<file path="src/rtl/grid_vga_renderer.sv">
// VGA front-end for the 8x8 game board: 640x480@60 timing, cell memory address walk,
// and a two-stage pixel pipeline with grid lines and mouse-cell highlight.
module grid_vga_renderer #(
  parameter int unsigned H_ACTIVE = 640,
  parameter int unsigned H_FP     = 16,
  parameter int unsigned H_SYNC   = 96,
  parameter int unsigned H_BP     = 48,
  parameter int unsigned V_ACTIVE = 480,
  parameter int unsigned V_FP     = 10,
  parameter int unsigned V_SYNC   = 2,
  parameter int unsigned V_BP     = 33,
  parameter int unsigned BOARD_X0 = 128,
  parameter int unsigned BOARD_Y0 = 48,
  parameter int unsigned CELL     = 48
) (
  input  logic       clk_25M_in,
  input  logic       reset,
  input  logic [3:0] status_pointed_cell,
  input  logic [2:0] mouse_cell_x,
  input  logic [2:0] mouse_cell_y,
  output logic [2:0] pointer_cell_x,
  output logic [2:0] pointer_cell_y,
  output logic       hsync,
  output logic       vsync,
  output logic [3:0] vga_r,
  output logic [3:0] vga_g,
  output logic [3:0] vga_b,
  output logic       frame_start
);

  localparam int unsigned H_TOTAL = H_ACTIVE + H_FP + H_SYNC + H_BP;
  localparam int unsigned V_TOTAL = V_ACTIVE + V_FP + V_SYNC + V_BP;
  localparam int unsigned HW      = $clog2(H_TOTAL);
  localparam int unsigned VW      = $clog2(V_TOTAL);
  localparam int unsigned CW      = $clog2(CELL);
  localparam int unsigned SPAN    = 8 * CELL;

  logic [HW-1:0] h_cnt, h_nxt;
  logic [VW-1:0] v_cnt, v_nxt;
  logic [CW-1:0] cell_px, cell_py;
  logic [2:0]    cell_x, cell_y;
  logic          line_end, bx_cur, bx_nxt, by_cur, by_nxt;

  // Next counter values and board-window membership of current and next position
  always_comb begin
    line_end = (h_cnt == HW'(H_TOTAL - 1));
    h_nxt    = line_end ? '0 : h_cnt + HW'(1);
    v_nxt    = (v_cnt == VW'(V_TOTAL - 1)) ? '0 : v_cnt + VW'(1);
    bx_cur   = (h_cnt >= HW'(BOARD_X0)) && (h_cnt < HW'(BOARD_X0 + SPAN));
    bx_nxt   = (h_nxt >= HW'(BOARD_X0)) && (h_nxt < HW'(BOARD_X0 + SPAN));
    by_cur   = (v_cnt >= VW'(BOARD_Y0)) && (v_cnt < VW'(BOARD_Y0 + SPAN));
    by_nxt   = (v_nxt >= VW'(BOARD_Y0)) && (v_nxt < VW'(BOARD_Y0 + SPAN));
  end

  // Stage 0: raster and cell-geometry counters; cell counters rest at 0 off-board
  always_ff @(posedge clk_25M_in) begin
    if (reset) begin
      h_cnt   <= '0;
      v_cnt   <= '0;
      cell_px <= '0;
      cell_x  <= '0;
      cell_py <= '0;
      cell_y  <= '0;
    end else begin
      h_cnt <= h_nxt;
      if (bx_cur && bx_nxt) begin
        if (cell_px == CW'(CELL - 1)) begin
          cell_px <= '0;
          cell_x  <= cell_x + 3'd1;
        end else begin
          cell_px <= cell_px + CW'(1);
        end
      end else begin
        cell_px <= '0;
        cell_x  <= '0;
      end
      if (line_end) begin
        v_cnt <= v_nxt;
        if (by_cur && by_nxt) begin
          if (cell_py == CW'(CELL - 1)) begin
            cell_py <= '0;
            cell_y  <= cell_y + 3'd1;
          end else begin
            cell_py <= cell_py + CW'(1);
          end
        end else begin
          cell_py <= '0;
          cell_y  <= '0;
        end
      end
    end
  end

  assign pointer_cell_x = cell_x;
  assign pointer_cell_y = cell_y;

  logic hsync_raw, vsync_raw, blank0, board0, grid0, cursor0, first0;
  logic edge_px, edge_py;

  // Stage-0 per-pixel flags
  always_comb begin
    hsync_raw = !((h_cnt >= HW'(H_ACTIVE + H_FP)) && (h_cnt < HW'(H_ACTIVE + H_FP + H_SYNC)));
    vsync_raw = !((v_cnt >= VW'(V_ACTIVE + V_FP)) && (v_cnt < VW'(V_ACTIVE + V_FP + V_SYNC)));
    blank0    = (h_cnt >= HW'(H_ACTIVE)) || (v_cnt >= VW'(V_ACTIVE));
    board0    = bx_cur && by_cur;
    grid0     = (cell_px == '0) || (cell_py == '0) ||
                (h_cnt == HW'(BOARD_X0 + SPAN - 1)) || (v_cnt == VW'(BOARD_Y0 + SPAN - 1));
    edge_px   = (cell_px < CW'(2)) || (cell_px >= CW'(CELL - 2));
    edge_py   = (cell_py < CW'(2)) || (cell_py >= CW'(CELL - 2));
    cursor0   = (cell_x == mouse_cell_x) && (cell_y == mouse_cell_y) && (edge_px || edge_py);
    first0    = (h_cnt == '0) && (v_cnt == '0);
  end

  logic s1_hsync, s1_vsync, s1_blank, s1_board, s1_grid, s1_cursor, s1_first;

  // Stage 1: flags wait alongside the memory's registered read
  always_ff @(posedge clk_25M_in) begin
    if (reset) begin
      s1_hsync  <= 1'b1;
      s1_vsync  <= 1'b1;
      s1_blank  <= 1'b0;
      s1_board  <= 1'b0;
      s1_grid   <= 1'b0;
      s1_cursor <= 1'b0;
      s1_first  <= 1'b0;
    end else begin
      s1_hsync  <= hsync_raw;
      s1_vsync  <= vsync_raw;
      s1_blank  <= blank0;
      s1_board  <= board0;
      s1_grid   <= grid0;
      s1_cursor <= cursor0;
      s1_first  <= first0;
    end
  end

  logic [11:0] pix;

  // Pixel colour by priority: blank/off-board, cursor, grid, cell fill
  always_comb begin
    pix = 12'h000;
    if (!s1_blank && s1_board) begin
      if (s1_cursor) begin
        pix = 12'hFF0;
      end else if (s1_grid) begin
        pix = 12'hFFF;
      end else begin
        case (status_pointed_cell)
          4'd0:    pix = 12'h222;
          4'd1:    pix = 12'hF00;
          4'd2:    pix = 12'h00F;
          4'd3:    pix = 12'h0F0;
          default: pix = {status_pointed_cell, status_pointed_cell, status_pointed_cell};
        endcase
      end
    end
  end

  // Stage 2: registered outputs
  always_ff @(posedge clk_25M_in) begin
    if (reset) begin
      hsync       <= 1'b1;
      vsync       <= 1'b1;
      vga_r       <= '0;
      vga_g       <= '0;
      vga_b       <= '0;
      frame_start <= 1'b0;
    end else begin
      hsync       <= s1_hsync;
      vsync       <= s1_vsync;
      vga_r       <= pix[11:8];
      vga_g       <= pix[7:4];
      vga_b       <= pix[3:0];
      frame_start <= s1_first;
    end
  end

endmodule

</file>
<file path="config.mk">
export PLATFORM = sky130hd
export DESIGN_NAME = grid_vga_renderer
export DESIGN_NICKNAME = d
export VERILOG_FILES = /design/src/rtl/grid_vga_renderer.sv
export SDC_FILE = /design/constraint.sdc
export NUM_CORES = 1
export LEC_CHECK = 0
export ABC_AREA = 1
export CAP_MARGIN = 15
export CORE_UTILIZATION = 40
export DETAILED_ROUTE_END_ITERATION = 7
export GPL_TIMING_DRIVEN = 0
export MAX_ROUTING_LAYER = met4
export SLEW_MARGIN = 20
export SYNTH_ARGS = -nofsm -noshare
export SYNTH_HDL_FRONTEND = slang
export SYNTH_SLANG_ARGS = --single-unit
</file>
<file path="constraint.sdc">
create_clock -name clk_25M_in -period 2.4 [get_ports clk_25M_in]
set_clock_uncertainty 0.05 [all_clocks]
set_input_delay 0.48 -clock clk_25M_in [delete_from_list [all_inputs] [get_ports clk_25M_in]]
set_output_delay 0.48 -clock clk_25M_in [all_outputs]
set_load 0.005 [all_outputs]
</file>
Word level (Yosys, flattened, before mapping)

Index checks and enable logic that the tools add are counted.

Input port bits: 12
Word-level logic and storage cells: 99
Bits in registers: 60
Output and inout port bits: 21

Mux-type cells: 9
Bitwise logic cells: 2
Equality and inequality tests: 12
Reductions and logical operators: 33
$add $sub $neg: 6
Order comparisons: 18

Operator list:

| cell                                                         | count |
|---|---|
| case mux 12 bit (4 select lines)                             | 1 |
| less-than comparator 10 bit (second input constant)          | 3 |
| less-than comparator 10 x 9 -> 1 bit (second input constant) | 3 |
| 2-to-1 mux 12 bit                                            | 2 |
| adder 10 x 1 -> 10 bit (second input constant)               | 2 |
| == test 10 bit (second input constant)                       | 2 |
| == test 10 x 9 -> 1 bit (second input constant)              | 2 |
| >= comparator 10 bit (second input constant)                 | 2 |
| >= comparator 10 x 6 -> 1 bit (second input constant)        | 2 |
| >= comparator 10 x 8 -> 1 bit (second input constant)        | 2 |
| >= comparator 10 x 9 -> 1 bit (second input constant)        | 2 |
| logical NOT 10 bit                                           | 2 |
| 2-to-1 mux 10 bit                                            | 2 |
| logical AND 1 bit                                            | 13 |
| adder 6 x 1 -> 6 bit (second input constant)                 | 2 |
| == test 6 bit (second input constant)                        | 2 |
| >= comparator 6 bit (second input constant)                  | 2 |
| logical NOT 6 bit                                            | 2 |
| less-than comparator 6 x 2 -> 1 bit (second input constant)  | 2 |
| 2-to-1 mux 6 bit                                             | 2 |
| == test 4 x 2 -> 1 bit (second input constant)               | 2 |
| logical OR 1 bit                                             | 7 |
| adder 3 x 1 -> 3 bit (second input constant)                 | 2 |
| == test 3 bit                                                | 2 |
| other kinds (9)                                              | 15 |

Longest topological paths before layout

Word-level depth: 7
Mapped depth: 14

Worst setup path after synthesis

No wires, ideal clock.

Kind: reg-to-reg
From: register v_cnt[0]
To: register cell_y[2] (netlist: pointer_cell_y[2])
Arrival: 1.532 ns
Setup time: 0.115 ns
Data required time: 2.235 ns
Cell stages (with the launch flop): 12
Buffers on the path: 0
Slack: 0.703 ns
Cell sequence: dfxtp_1 -> ha_1 -> nand3_1 -> inv_1 -> nand2_1 -> nand2_1 -> nor2_1 -> nand2_1 -> nand3_2 -> nand4_2 -> a21oi_1 -> nor2_1

Word-level cells in the longest chain between the ends: 7
Elaborated cells on any way between the ends: 13
Classes of those cells: 1 x add/sub; 4 x order compare; 2 x eq/ne; 2 x mux; 4 x reduce/logical

Ends and longest elaborated chain:

| item                                                                                  | RTL line | RTL |
|---|---|---|
| start, declared                                                                       | 39       | `logic [VW-1:0] v_cnt, v_nxt;` |
| start signal, assigned                                                                | 78       | `v_cnt <= v_nxt;` |
| adder 10 x 1 -> 10 bit or == test 10 bit (tied branches)                              | 48       | `v_nxt = (v_cnt == VW'(V_TOTAL - 1)) ? '0 : v_cnt + VW'(1);` |
| 2-to-1 mux 10 bit                                                                     | 48       |  |
| >= comparator 10 x 6 -> 1 bit or less-than comparator 10 x 9 -> 1 bit (tied branches) | 52       | `by_nxt = (v_nxt >= VW'(BOARD_Y0)) && (v_nxt < VW'(BOARD_Y0 + SPAN));` |
| logical AND 1 bit                                                                     | 52       |  |
| logical AND 1 bit *                                                                   | 79       | `if (by_cur && by_nxt) begin` |
| inequality test 2 x 1 -> 1 bit (no line)                                              | -        |  |
| AND reduction 2 bit (no line)                                                         | -        |  |
| end signal, assigned                                                                  | 82       | `cell_y <= cell_y + 3'd1;` |
| end, declared                                                                         | 41       | `logic [2:0] cell_x, cell_y;` |

Every way passes the cells marked *; elsewhere a longest branch is shown, timed or not.
A chain may end at the register's enable or synchronous reset.

Worst setup path after layout

From: register h_cnt[0]
To: register v_cnt[9]

Word-level cells in the longest chain between the ends: 1

Ends and longest elaborated chain:

| item                   | RTL line | RTL |
|---|---|---|
| start, declared        | 38       | `logic [HW-1:0] h_cnt, h_nxt;` |
| start signal, assigned | 65       | `h_cnt <= h_nxt;` |
| == test 10 bit         | 46       | `line_end = (h_cnt == HW'(H_TOTAL - 1));` |

No other way between the ends.

==> flow_summary.toml <==
[synthesis]
yosysTopAreaCell = "dfxtp_1"
seq_area_frac_synth_pct = 40.0
syn-cell-area_um2 = 3010
synth.top_cells.by_area = "dfxtp_1 (40%), inv_1 (8.2%), nand2_1 (8.0%)"
syn_nets = 429
ys_ff_latch = 60
synth_top_cell_area_share_pct = 40.0
avgSynthCellArea_um2 = 7.39
synth.distinct_cells = 37
ys_warn_count = 0
synth_edf_count = 0
synthCells = 407
async_flop_share_pct = 0
synth-main-ff-cell = "dfxtp_1"

[sta]
worst_slew_pin_slew_ns = 0.646
setup_viol = 0
slew_violations = 0
final-hold-violation-count = 0
fin_crit_sh_pct = 89.8
fmax_mhz = 464
setup_tns_ns = 0
relSlewSlack_pct = 56.6
fin_crit_ns = 2.16
rsz0062_at_grt = "false"

[cts]
cts_repair_resize_count = 0
cts_setup_buffers = 0
cts.root.buffer_cell = "clkbuf_8"
cts.path.max_buffers = 2
numCtsBuffers = 9
htreeDepth = 3
hold_buffers = 0
clkLatencyLatePin_ns = 0.34
clk_pin_slew_ns = 0.07
cts_tree = "done"
cts_sinks = 60

[detailed_routing]
drc = 0
routed_via_density = 4.88
vias = 2700
wl_per_cell_um = 12.0
drtAntennaViolNets = 0
drtIter0Drc = 116
wl_mm = 6.64
drt_pre_antenna_iters = 4

[pwr]
pwr-share-seq_pct = 47.8
p_sw_mw = 0.480
comb_power_share_pct = 3.6
p_total_mw = 2.11
power_density_nw_per_um2 = 575
peakVddDrop_v = 0.000300
p_int_mw = 1.63
switching_share_pct = 22.8
clkPwrFrac_pct = 48.6
p_leak_nw = 1.51

[floorplan]
ioPinCount = 33
start_util_pct = 41.5
die_area_um2 = 7870
core_um2 = 7250
die_w_um = 88.7
num_rows = 31
die_y_um = 88.7

[place]
port_buffers = 31
hpwl_mm = 5.11
dp.cells = 537
routabilityCongestion = 0.980
placed_cell_area_um2 = 3440

[final_layout]
syn_to_final_growth_pct = 21.9
postLayoutCoreUtil_pct = 50.5
nFillCells = 719
drive_above_1_share_pct = 10.4
diodes = 0
design_area_um2 = 3660
nNetsFinal = 471
final-instance-count-excl-fill = 553

[grt]
grt_pass1_vias = 2449
antenna_found_initial = 0
grt_pass1_wl_mm = 11.1
overflow = 0
grt_start_max_net_pins = 13
track_usage_pct = 19.4

[worst_setup_path]
end_kind = "flop"
path_class = "flop to flop"
worstSetupStartpointType = "flop"
critPathArrivalTime_ns = 2.32
crit_start = "h_cnt[0]$_SDFF_PP0_"
cp_data_required_time_ns = 2.57
crit_fanout = 10
r2r_start = "h_cnt[0]$_SDFF_PP0_"

[status]
status = "finished, final reports clean"

[job]
cap_violations = 0

[worst_hold_path]
worstHoldPathType = "flop to flop"
hold_start = "s1_first$_SDFF_PP0_"
-- cells by family after synthesis --
group	synth area share [%]
and+or+nand+nor	30.4
buffers and inverters	9.82
DFF	39.9
AOI/OAI and AO/OA	11.3
xor gates and xnor gates	4.37
adders and majority gates	4.16
-- metrics by stage --
| stage | hold WS (ns) | setup slack [ns] |
|---|---|---|
| 6_report | 0.349 | 0.244 |
| 5_1_grt | 0.383 | 0.0261 |
| 4_1_cts | 0.357 | 0.223 |
| 3_5_place_dp | 0.343 | 0.234 |
| 3_3_place_gp | 0.345 | 0.260 |
| 2_1_floorplan | 0.338 | 0.703 |
-- synthesized netlist by cell type (all sizes together) (2+ instances only) --
cell / instances
inv: 68
nand2: 65
dfxtp: 60
nor2: 59
nand3: 34
a21oi: 16
nor3: 14
nand4: 13
o21ai: 13
xor2: 11
ha: 10
a31oi: 7
o22ai: 7
buf: 5
xnor2: 4
a211oi: 3
nor4: 3
or2: 3
clkbuf: 2
o31ai: 2
o32ai: 2
-- state kept, by name, indices dropped and copies added, names as in the netlist, 3 cells and up --
register,cells
vga_r,4
vga_g,4
h_cnt,10
cell_py,6
pointer_cell_y,3
cell_px,6
v_cnt,10
vga_b,4
pointer_cell_x,3
-- critical path, stage by stage, from the launching register on --
cell and delay (ns):
dfxtp_1 0.36, ha_1 0.21, nand3_2 0.15, inv_1 0.10, nand4_2 0.20, inv_1 0.34, nor2_1 0.16, inv_1 0.10
buf_2 0.25, o32ai_1 0.11
-- path summary, 6_finish.rpt --
kind | to | slack, ns | cells past startpoint
worst max register to register | v_cnt[9]$_SDFFE_PP0N_ | 0.24 | 9
worst min register to register | frame_start$_SDFF_PP0_ | 0.35 | 2
worst min-delay path | frame_start$_SDFF_PP0_ | 0.35 | 2
worst max-delay path | v_cnt[9]$_SDFFE_PP0N_ | 0.24 | 9
-- power by group through the flow --
stage | clock network [mW] | registers, mW | logic [mW]
after floorplan | 0 | 1.03 | 0.0424
after global placement | 0 | 1.03 | 0.0758
after detailed placement | 0 | 1.03 | 0.0769
after CTS | 1.05 | 1.01 | 0.0772
after global routing | 1.11 | 1.01 | 0.0853
final | 1.02 | 1.01 | 0.0760
-- cells in the final DEF, fill, tap and decap left out, types with 2 or more instances in the layout --
master and n:
inv_1 66, nand2_1 64, dfxtp_1 60, nor2_1 54, nand3_1 31, clkdlybuf4s50_1 31, a21oi_1 16, nor3_1 13
xor2_1 11, o21ai_0 10, ha_1 10, nand4_1 9, clkbuf_8 9, o22ai_1 7, a31oi_1 7, nor2_2 5
nand4_2 4, xnor2_1 4, buf_2 4, o21ai_2 3, nand3_2 3, a211oi_1 3, or2_2 3, clkinv_4 3
o31ai_1 2, nor4_1 2, clkbuf_1 2, inv_2 2, clkinv_2 2, bufinv_16 2
-- metal layers --
layer	vias to the layer above	routed length, um	part of all wire [%]	global-route usage, %
met5	-	0	0	-
met4	0	127	1.9	8.21
met3	15	284	4.3	4.76
met2	59	3090	47	30.4
met1	1207	3140	47	23.7
li1	1419	-	-	-
-- final cells by class --
type | instances | area [um^2] | share of cell area (%)
flip-flops and latches | 60 | 1200 | 32.8
clock inverters | 7 | 100 | 2.73
well taps | 99 | 124 | 3.38
repair buffers | 31 | 310 | 8.47
plain buffers | 7 | 35.0 | 0.956
clock buffers | 9 | 124 | 3.38
inverters | 69 | 260 | 7.10
multi-input cells | 271 | 1510 | 41.2
(Power assumes the default switching activity.)
